<file path="src/rtl/fd_multi.sv">
// rtl/fd_multi.sv - multi-channel frequency divider / tick generator
// Each channel divides iClk by (N+1) and emits a strobe or 50% square wave.
module fd_multi #(
  parameter int WIDTH       = 26,
  parameter int CHANNELS    = 2,
  parameter int DEFAULT_DIV = 25000000,
  localparam int CH_W       = (CHANNELS > 1) ? $clog2(CHANNELS) : 1
) (
  input  logic                iClk,
  input  logic                iRst_n,
  input  logic [CHANNELS-1:0] iEn,
  input  logic [CHANNELS-1:0] iMode,
  input  logic                iSync,
  input  logic                iLoad,
  input  logic [CH_W-1:0]     iLoadCh,
  input  logic [WIDTH-1:0]    iLoadVal,
  output logic                oLoadAck,
  output logic [CHANNELS-1:0] oTick
);

  localparam logic [WIDTH-1:0] LP_DEF_DIV  = WIDTH'(DEFAULT_DIV);
  localparam logic [CH_W:0]    LP_CHANNELS = (CH_W + 1)'(CHANNELS);

  logic w_load_ok;
  logic r_load_ack;

  // Out-of-range channel indices are dropped silently, no acknowledge.
  assign w_load_ok = iLoad && ({1'b0, iLoadCh} < LP_CHANNELS);

  always_ff @(posedge iClk or negedge iRst_n) begin
    if (!iRst_n) begin
      r_load_ack <= 1'b0;
    end else begin
      r_load_ack <= w_load_ok;
    end
  end

  assign oLoadAck = r_load_ack;

  for (genvar c = 0; c < CHANNELS; c++) begin : g_ch
    logic [WIDTH-1:0] r_count;
    logic [WIDTH-1:0] r_div;
    logic             r_strobe;
    logic             r_toggle;
    logic             w_load_hit;

    assign w_load_hit = w_load_ok && (iLoadCh == CH_W'(c));

    always_ff @(posedge iClk or negedge iRst_n) begin
      if (!iRst_n) begin
        r_count  <= '0;
        r_div    <= LP_DEF_DIV;
        r_strobe <= 1'b0;
        r_toggle <= 1'b0;
      end else if (iSync || w_load_hit) begin
        if (w_load_hit) begin
          r_div <= iLoadVal;
        end
        r_count  <= '0;
        r_strobe <= 1'b0;
        r_toggle <= 1'b0;
      end else if (iEn[c]) begin
        if (r_count == r_div) begin
          r_count  <= '0;
          r_strobe <= 1'b1;
          r_toggle <= ~r_toggle;
        end else begin
          r_count  <= r_count + 1'b1;
          r_strobe <= 1'b0;
        end
      end else begin
        r_strobe <= 1'b0;
      end
    end

    // Only iMode is combinational into the tick; both sources are registered.
    assign oTick[c] = iMode[c] ? r_toggle : r_strobe;
  end

endmodule
</file>
<file path="config.mk">
export PLATFORM = sky130hd
export DESIGN_NAME = fd_multi
export DESIGN_NICKNAME = d
export VERILOG_FILES = /design/src/rtl/fd_multi.sv
export SDC_FILE = /design/constraint.sdc
export NUM_CORES = 1
export LEC_CHECK = 0
export ABC_CLOCK_PERIOD_IN_PS = 2500
export CORE_MARGIN = 3
export CORE_UTILIZATION = 40
export CTS_BUF_LIST = sky130_fd_sc_hd__clkbuf_8
export CTS_CLUSTER_DIAMETER = 120
export DETAILED_ROUTE_END_ITERATION = 16
export HOLD_SLACK_MARGIN = 0.05
export PLACE_DENSITY = 0.63
export SLEW_MARGIN = 15
export SYNTH_ARGS = -nofsm -noshare
export SYNTH_HDL_FRONTEND = slang
export SYNTH_SLANG_ARGS = --single-unit
</file>
<file path="constraint.sdc">
create_clock -name iClk -period 2.5 [get_ports iClk]
set_input_delay 0.375 -clock iClk [delete_from_list [all_inputs] [get_ports iClk]]
set_output_delay 0.375 -clock iClk [all_outputs]
set_load 0.005 [all_outputs]
</file>
==> flow_summary.yaml, run 1 <==
route:
  dr_total_vias: 3816
  antenna_left: 0
  wl_um: 13000
  viasPerCell: 5.32
  drt_iter0_drc: 281
  drc: 0
  dr.pass1.iters: 4
  wl_per_cell_um: 18.1
floorplan:
  die_width_um: 124
  die_h_um: 124
  io_pins: 38
  coreArea_mm2: 0.0134
  start_util_pct: 41.5
  dieArea_mm2: 0.0154
  num_rows: 42
timing:
  setup_violations: 0
  maxSlewHeadroom_pct: 54.6
  min_period_over_period_pct: 91.2
  max_freq_mhz: 439
  post-route-min-period_ns: 2.28
  skew_ns: 0.00913
  rsz0062_at_grt: "no"
  finalHoldViolCount: 0
  tightest_slew_ns: 0.682
  fin_setup_tns_ns: 0
  final-max-slew-violation-count: 0
global_route:
  grt_pass1_vias: 3923
  gr-usage-all-layers_pct: 17.9
  grt_pass1_wl_um: 20900
  grt_max_degree: 46
  antenna_found_initial: 0
  grt_overflow: 0
final_layout:
  nets: 575
  area_delta_synth_final_pct: 15.1
  n_antenna_cell: 0
  finish.instance_area_mm2: 0.00640
  multiInputGateArea_mm2: 0.00267
  final_util_pct: 47.8
  fill_cells: 1241
  regArea_mm2: 0.00276
  drive_gt1_share_pct: 22.9
clocking:
  clkTransAtPathRegs_ns: 0.10
  post_cts_buffers: 0
  cts_made_buffers: 9
  tritoncts: "done"
  clk_latency_ns: 0.38
  cts_sinks: 109
  clock_path_buffers: 2
  htreeDepth: 3
  cts.root.buffer_cell: "clkbuf_8"
place:
  port_buffers: 37
  placedInstanceArea_mm2: 0.00615
  dp_hpwl_um: 9590
  gp_congestion: 0.868
hold_path:
  min_path_type: "register to register"
  hold_path_depth: 1
  hold_path.startpoint: "g_ch[1].r_div[25]$_DFFE_PN0P_"
  worstHoldEndpoint: "g_ch[1].r_div[25]$_DFFE_PN0P_"
worst_setup_path:
  start_kind: "register"
  rr_startpoint: "g_ch[1].r_count[9]$_DFFE_PN0P_"
  worst_r2r_path_depth: 5
  r2r-end: "g_ch[1].r_count[12]$_DFFE_PN0P_"
  cp_data_required_time_ns: 2.74
  reg2reg_setup_slack_ns: 0.22
  arrival_ns: 2.52
  end_kind: "register"
  critPathKind: "register to register"
  path_max_fanout: 12
synthesis:
  syn_area_mm2: 0.00556
  yosysSeqAreaShare_pct: 49.6
  avgSynthCellArea_um2: 11.4
  synthCells: 490
  synth_seq_cells: 109
  yosys_warnings: 0
  synth_cell_types: 43
  synth_nets: 529
run_status:
  outcome: "finished clean"
power_and_ir_drop:
  max-vdd-ir-drop_mv: 0.269
  powerDensity_mw_per_mm2: 574
  cellLeakagePower_nw: 2.63
flow_run:
  max_cap_viol_count: 0
sequential cells by signal, indices dropped and copies added (netlist names):
register	flops
oLoadAck	1
g_ch.r_count	52
g_ch.r_strobe	2
g_ch.r_div	52
g_ch.r_toggle	2
cell usage in the layout (no fill, tap or decap), types with 2 or more instances in the layout:
cell type and instances:
and3_1 5, buf_12 2, nor4_1 20, and4_1 6, clkinv_4 2, ha_1 4
or3_1 2, dfstp_2 24, nor4_2 2, a21oi_1 2, nand2_1 22, o311ai_0 3
o31ai_4 3, bufinv_16 2, and2_1 5, clkbuf_8 9, inv_1 5, buf_4 14
nor2_2 4, xor2_1 70, dfrtp_1 85, nor3_1 15, o21ai_0 4, o41ai_1 2
nand4_1 14, nand3_1 22, nand3b_1 3, xnor2_1 29, mux2_2 54, clkdlybuf4s50_1 36
nor2_1 53
layer usage:
metal | track usage (%) | up-vias | part of all wire [%]
li1 | - | 1792 | -
met1 | 25.7 | 1930 | 48
met5 | 0 | - | 0
met2 | 28.0 | 82 | 46
met3 | 2.54 | 12 | 4.1
met4 | 5.68 | 0 | 1.4
worst max path at each step:
stage                                         startpoint                               to  slack (ns)  cells after the start
after global placement    g_ch[1].r_count[9]$_DFFE_PN0P_  g_ch[1].r_count[14]$_DFFE_PN0P_         0.1                      5
after CTS                 g_ch[1].r_count[9]$_DFFE_PN0P_  g_ch[1].r_count[18]$_DFFE_PN0P_        0.02                      5
after global routing      g_ch[1].r_count[9]$_DFFE_PN0P_  g_ch[1].r_count[16]$_DFFE_PN0P_        0.11                      5
after detailed placement  g_ch[1].r_count[9]$_DFFE_PN0P_  g_ch[1].r_count[18]$_DFFE_PN0P_        0.05                      5
final                     g_ch[1].r_count[9]$_DFFE_PN0P_  g_ch[1].r_count[12]$_DFFE_PN0P_        0.22                      5
after floorplan           g_ch[1].r_count[2]$_DFFE_PN0P_  g_ch[1].r_count[10]$_DFFE_PN0P_        0.76                      7
power by group:
part / internal (W) / leakage (nW) / switching (W) / total (W)
Sequential: 0.00193 / 1.37 / 0.0000970 / 0.00203
Clock: 0.000570 / 0.110 / 0.000631 / 0.00120
Combinational: 0.000236 / 1.15 / 0.000209 / 0.000445
through the flow:
| step | hold slack, ns | power (W) | std cells | worst slack (ns) |
|---|---|---|---|---|
| after floorplan | 0.0794 | 0.00231 | 490 | 0.760 |
| after global placement | 0.427 | 0.00250 | 699 | 0.0998 |
| after detailed placement | 0.437 | 0.00251 | 699 | 0.0547 |
| after CTS | 0.525 | 0.00371 | 716 | 0.0242 |
| after global routing | 0.526 | 0.00384 | 717 | 0.111 |
| final | 0.535 | 0.00368 | 717 | 0.220 |
kinds of logic after synthesis:
logic type	synth area share, %
AO/OA/AOI/OAI	3.28
XOR/XNOR	15.6
adder cells (fa/ha/maj)	0.900
buffers and inverters	2.90
flip-flops	49.6
multiplexers	10.9
AND/OR/NAND/NOR	16.8
synthesized netlist by cell type, drive strengths merged:
cell	n	area, um2
dfrtp	85	2130
xor2	70	613
nor2	57	224
mux2	54	608
xnor2	29	254
dfstp	24	631
nand2	22	82.6
nand3	22	110
nor4	22	150
nand4	15	100
nor3	15	75.1
buf	14	120
and4	7	62.6
and2	5	31.3
and3	5	31.3
clkbuf	5	22.5
inv	5	18.8
o311ai	5	51.3
ha	4	50.1
o21ai	4	20.0
nand3b	3	22.5
o31ai	3	50.1
a21oi	2	10.0
o41ai	2	17.5
or2	2	12.5
or3	2	12.5
a211o	1	8.76
a211oi	1	7.51
and4b	1	10.0
nand2b	1	6.26
nor2b	1	6.26
o2111ai	1	8.76
o31a	1	8.76
repair_timing:
action,in CTS,in global routing
gates resized for setup,0,1
endpoints found under the setup margin,0,24
endpoints found under the hold margin,34,0
hold buffers,1,0
critical path, cell delays in order, from the launching register on:
cell and delay, ns:
dfrtp_1 0.46, xor2_1 0.19, nor4_1 0.42, nand3_1 0.32
o31ai_4 0.64, nor2_1 0.12
final cells by class:
cell class                      count  share of cell area, %
Inverter                            5                  0.293
Timing Repair Buffer               53                   8.05
Clock inverter                      7                   1.54
Multi-Input combinational cell    358                   41.7
Tap cell                          176                   3.44
Sequential cell                   109                   43.1
Clock buffer                        9                   1.93
Note: power is estimated with default switching activity, not from simulation.
==> run 2, diff against run 1 <==
- HOLD_SLACK_MARGIN: 0.05 -> 0.08
==> results of run 2 <==
No change in the layout: final DEF, timing and power equal those of run 1.
